==> src/rtl/aes_uart_rx_frontend.sv <==
// aes_uart_rx_frontend
//   Receive front end of the AES/UART link. Deserialises 8N1 bytes from rx,
//   packs 16 of them into a 128-bit ciphertext block (byte 0 in [127:120]),
//   hands the block to an external AES-CTR core with a one-cycle enable and
//   latches the core's result as recovered plaintext.
// Ports
//   clk, reset          system clock, synchronous active-high reset
//   rx                  UART serial input (idle high, asynchronous)
//   aes_enable          1-cycle pulse, aes_block valid
//   aes_block           block handed to the AES core
//   aes_valid           AES result strobe, aes_result sampled with it
//   aes_result          AES core output
//   outputplaintext     latched AES result
//   plain_valid         1-cycle pulse, outputplaintext updated
//   busy                block handed off, result pending
//   frame_err           1-cycle pulse, stop bit sampled low
//   timeout_err         1-cycle pulse, partial block discarded on idle
//   overrun_err         1-cycle pulse, block completed while busy and dropped
module aes_uart_rx_frontend #(
  parameter int CLK_FREQ     = 50000000,
  parameter int BAUD_RATE    = 115200,
  parameter int TIMEOUT_BITS = 20
) (
  input  logic         clk,
  input  logic         reset,
  input  logic         rx,
  output logic         aes_enable,
  output logic [127:0] aes_block,
  input  logic         aes_valid,
  input  logic [127:0] aes_result,
  output logic [127:0] outputplaintext,
  output logic         plain_valid,
  output logic         busy,
  output logic         frame_err,
  output logic         timeout_err,
  output logic         overrun_err
);

  localparam int BAUD_DIV = CLK_FREQ / BAUD_RATE;
  localparam int HALF     = BAUD_DIV / 2;
  localparam int LIMIT    = TIMEOUT_BITS * BAUD_DIV;
  localparam int BW       = $clog2(BAUD_DIV + 1);
  localparam int IW       = $clog2(LIMIT + 1);

  typedef enum logic [2:0] {
    RX_WAIT_HIGH, RX_IDLE, RX_START, RX_DATA, RX_STOP
  } rx_state_t;
  typedef enum logic {C_IDLE, C_WAIT} c_state_t;

  rx_state_t      rx_state;
  c_state_t       c_state;
  logic           rx_m, rx_s;
  logic [BW-1:0]  bcnt;
  logic [2:0]     bit_idx;
  logic [7:0]     shreg;
  logic           byte_vld;
  logic [7:0]     byte_data;
  logic [127:0]   blk_buf;
  logic [4:0]     count;
  logic [IW-1:0]  idle;
  logic [6:0]     byte_lsb;

  // Byte n lands at bit 127-8n downwards, i.e. lsb = (15-n)*8.
  assign byte_lsb = {~count[3:0], 3'b000};

  // Synchroniser + receiver FSM.
  always_ff @(posedge clk) begin
    if (reset) begin
      rx_m      <= 1'b1;
      rx_s      <= 1'b1;
      rx_state  <= RX_WAIT_HIGH;
      bcnt      <= '0;
      bit_idx   <= '0;
      shreg     <= '0;
      byte_vld  <= 1'b0;
      byte_data <= '0;
      frame_err <= 1'b0;
    end else begin
      rx_m      <= rx;
      rx_s      <= rx_m;
      byte_vld  <= 1'b0;
      frame_err <= 1'b0;
      case (rx_state)
        // The synchroniser resets to 1, so its first two samples prove
        // nothing about the line; demand three consecutive highs.
        RX_WAIT_HIGH: begin
          if (rx_s) begin
            if (bcnt == BW'(2)) begin
              rx_state <= RX_IDLE;
              bcnt     <= '0;
            end else bcnt <= bcnt + BW'(1);
          end else bcnt <= '0;
        end
        RX_IDLE: begin
          if (!rx_s) begin
            rx_state <= RX_START;
            bcnt     <= '0;
          end
        end
        RX_START: begin
          if (bcnt == BW'(HALF - 1)) begin
            bcnt     <= '0;
            bit_idx  <= '0;
            rx_state <= rx_s ? RX_IDLE : RX_DATA;
          end else bcnt <= bcnt + BW'(1);
        end
        RX_DATA: begin
          if (bcnt == BW'(BAUD_DIV - 1)) begin
            bcnt    <= '0;
            shreg   <= {rx_s, shreg[7:1]};
            bit_idx <= bit_idx + 3'd1;
            if (bit_idx == 3'd7) rx_state <= RX_STOP;
          end else bcnt <= bcnt + BW'(1);
        end
        RX_STOP: begin
          if (bcnt == BW'(BAUD_DIV - 1)) begin
            bcnt <= '0;
            if (rx_s) begin
              byte_vld  <= 1'b1;
              byte_data <= shreg;
              rx_state  <= RX_IDLE;
            end else begin
              frame_err <= 1'b1;
              rx_state  <= RX_WAIT_HIGH;
            end
          end else bcnt <= bcnt + BW'(1);
        end
        default: rx_state <= RX_WAIT_HIGH;
      endcase
    end
  end

  // Packing, idle timeout and AES hand-off FSM.
  always_ff @(posedge clk) begin
    if (reset) begin
      c_state         <= C_IDLE;
      blk_buf         <= '0;
      count           <= '0;
      idle            <= '0;
      aes_enable      <= 1'b0;
      aes_block       <= '0;
      outputplaintext <= '0;
      plain_valid     <= 1'b0;
      busy            <= 1'b0;
      timeout_err     <= 1'b0;
      overrun_err     <= 1'b0;
    end else begin
      aes_enable  <= 1'b0;
      plain_valid <= 1'b0;
      timeout_err <= 1'b0;
      overrun_err <= 1'b0;

      if (c_state == C_WAIT && aes_valid) begin
        outputplaintext <= aes_result;
        plain_valid     <= 1'b1;
        busy            <= 1'b0;
        c_state         <= C_IDLE;
      end

      if (count == 5'd16) begin
        if (c_state == C_IDLE) begin
          aes_block  <= blk_buf;
          aes_enable <= 1'b1;
          busy       <= 1'b1;
          count      <= '0;
          c_state    <= C_WAIT;
        end else if (!aes_valid) begin
          overrun_err <= 1'b1;
          count       <= '0;
        end
        // Completion coinciding with aes_valid: keep count at 16 so the
        // block issues from C_IDLE on the following cycle.
      end else if (byte_vld) begin
        // An accepted byte always beats a timeout on the same cycle.
        blk_buf[byte_lsb +: 8] <= byte_data;
        count                  <= count + 5'd1;
        idle                   <= '0;
      end else if (count != 5'd0) begin
        if (idle == IW'(LIMIT - 1)) begin
          count       <= '0;
          idle        <= '0;
          timeout_err <= 1'b1;
        end else idle <= idle + IW'(1);
      end
    end
  end

endmodule
==> config.mk <==
export PLATFORM = sky130hd
export DESIGN_NAME = aes_uart_rx_frontend
export DESIGN_NICKNAME = d
export VERILOG_FILES = /design/src/rtl/aes_uart_rx_frontend.sv
export SDC_FILE = /design/constraint.sdc
export NUM_CORES = 1
export LEC_CHECK = 0
export ABC_AREA = 1
export BUFFER_PORTS_ARGS = -buffer_cell sky130_fd_sc_hd__buf_2
export CORE_AREA = 3 3 210 212
export CTS_BUF_LIST = sky130_fd_sc_hd__clkbuf_16
export CTS_CLUSTER_SIZE = 40
export DETAILED_ROUTE_END_ITERATION = 16
export DIE_AREA = 0 0 213 215
export GPL_ROUTABILITY_DRIVEN = 0
export PLACE_DENSITY_LB_ADDON = 0.3
export REMOVE_ABC_BUFFERS = 1
export SLEW_MARGIN = 30
export SYNTH_ARGS = -nofsm -noshare
export SYNTH_HDL_FRONTEND = slang
export SYNTH_SLANG_ARGS = --single-unit
==> constraint.sdc <==
create_clock -name clk -period 3 [get_ports clk]
set_input_delay 0.3 -clock clk [delete_from_list [all_inputs] [get_ports clk]]
set_output_delay 0.3 -clock clk [all_outputs]
set_load 0.005 [all_outputs]
==> qor.csv <==
metric;value;unit
status;completed;
post_cts_resize_count;0;
ys.flop_type;dfxtp_1;
crit_chain;clkinv_1, ha_1, clkinv_1, nand3_1, nor2_1, nand3_1, nand2_1, o21ai_0, nor2_1;
antennaDiodeCount;0;
ys_types;34;
post-route-min-period;2.58;ns
synth_area_leaders;dfxtp_1 (52%), nor2_1 (11%), nand2_1 (10%);
io_buffers;393;
seq_area_frac_synth;52.4;%
drtPass1Iterations;5;
leakagePower;10.7;nW
ir_worst_vdd;419;uV
syn_inst;2326;
critPathMaxFanout;16;
die-area;0.0458;mm^2
hpwl;33.9;mm
slew_headroom;48.5;%
crit_required;3.43;ns
fp.dieW;213;um
slowest_delay;0.50;ns
cts_buffer_depth;3;
wl_per_cell;15.5;um
die_y;215;um
synth_edf_count;0;
start_kind;register;
rsz0062_at_grt;no;
worstMarginPinSlew;0.765;ns
end_kind;register;
skew;0.0104;ns
post_cts_buffers;0;
core.rowCount;75;
finalHoldViolations;0;
max_freq;388;MHz
htreeDepth;2;
ys_warn_count;0;
critPathKind;register to register;
synthTopCellsByCount;nor2_1 (490), nand2_1 (471), dfxtp_1 (444), inv_1 (193), nand3_1 (187);
yosysTopAreaCell;dfxtp_1;
grt_max_degree;130;
slew_violations;0;
synth_most_common_cell;nor2_1;
layout.nets;2924;
first_iter_violations;1127;
synth_top_area_share;52.4;%
drive_above_1_share;18.1;%
antenna_left;0;
grt_pass1_vias;15700;
vias;16500;
ys_ff_latch;444;
clk_pin_slew;0.06;ns
cts_sinks;444;
cellPowerDensity;561;mW/mm^2
cts_tree;done;
grt_overflow;0;
cts-root-buf;clkbuf_16;
grt_pass1_wl;82.2;mm
drc;0;
via_per_inst;4.93;
fin_area;0.0221;mm^2
io_pins;394;
syn_area;0.0170;mm^2
period_share;85.9;%
hp-class;input pin to register;
cp.arrival;3.01;ns
hold_buffers;129;
cts_made_buffers;47;
placedInstanceArea;0.0193;mm^2
dp_cells;3143;
setup_viol;0;
final_cells;3358;
syn_area_per_cell;7.29;um^2
synthArstFlopShare;0;%
crit_slowest_cell;ha_1;
initial_core_util;40.3;%
clkLatencyLatePin;0.57;ns
grt_antenna_before_repair;0;
area_delta_synth_final;30.2;%
power;12.4;mW
routed_wirelength;51.9;mm
track_usage;22.0;%
maxCapViolCount;0;
core_area;0.0421;mm^2
[report_power, final]
part / leakage, nW / total, mW / internal, mW / switching, mW
combinational: 6.40 / 0.743 / 0.320 / 0.423
sequential: 3.58 / 5.97 / 5.94 / 0.0371
clock: 0.768 / 5.67 / 3.23 / 2.44
[state kept, by name (all words and copies together), names as in the netlist, 3 cells and up]
| register | count |
|---|---|
| byte_data | 8 |
| outputplaintext | 128 |
| shreg | 8 |
| rx_state | 3 |
| blk_buf | 128 |
| count | 5 |
| bcnt | 9 |
| idle | 14 |
| aes_block | 128 |
| bit_idx | 3 |
[cell usage in the layout (no fill, tap or decap), drive strengths merged, types with 4 or more instances in the layout]
master and instances:
buf 410, nand3 191, xor2 4, dfxtp 444, inv 210, a21oi 159
o21ai 179, nand2 475, nor3 12, nor2 499, dlygate4sd3 129, clkinv 23
clkbuf 49, ha 10, nand4 10
[layer usage]
metal	global-route usage [%]	wire length, um	up-vias
met5	0	0	-
met4	10.5	2510	0
met3	5.18	3940	150
met2	37.3	24400	648
met1	26.2	21000	7496
li1	-	-	8248
[critical path, delay by kind of cell, from the launching register on]
family | cells | cell delay, ns
AOI/OAI and AO/OA | 1 | 0.09
and+or+nand+nor | 5 | 0.92
adders and majority gates | 1 | 0.50
buffers and inverters | 2 | 0.45
DFF | 1 | 0.44
[kinds of logic (layout without fill, tap and decap cells)]
logic type / count (synthesis) / after routing / synth area share (%)
flip-flops: 444 / 444 / 52.4
adder cells (fa/ha/maj): 10 / 10 / 0.738
AO/OA/AOI/OAI: 341 / 341 / 10.1
XOR/XNOR: 5 / 5 / 0.258
AND/OR/NAND/NOR: 1193 / 1193 / 28.7
buffers and inverters: 333 / 826 / 7.77
[area by class of cell]
| type | instances | area (um^2) |
|---|---|---|
| fill | 3884 | 20000 |
| timing repair buffer | 539 | 3490 |
| tap | 539 | 674 |
| sequential | 444 | 8890 |
| multi-input combinational | 1549 | 6780 |
| inverter | 201 | 762 |
| clock inverter | 37 | 272 |
| clock buffer | 49 | 1230 |
[stage by stage]
stage / setup WS (ns) / hold slack [ns] / TNS, ns / util, %
2_1_floorplan: -3.89 / 0.369 / -955.79 / -
4_1_cts: 0.487 / 0.127 / 0 / 52.4
5_1_grt: 0.177 / 0.145 / 0 / 52.4
3_5_place_dp: 0.505 / 0.401 / 0 / 45.8
3_3_place_gp: 0.588 / 0.398 / 0 / 45.8
6_report: 0.424 / 0.141 / 0 / 52.4
[final timing paths]
path	endpoint	slack (ns)	cells after the start	startpoint
setup / recovery	blk_buf[96]	0.42	9	count[0]
hold / removal	c_state	0.14	3	aes_valid
setup reg to reg	blk_buf[96]	0.42	9	count[0]
hold reg to reg	rx_s	0.41	1	rx_m
Note: power is estimated with default switching activity, not from simulation.
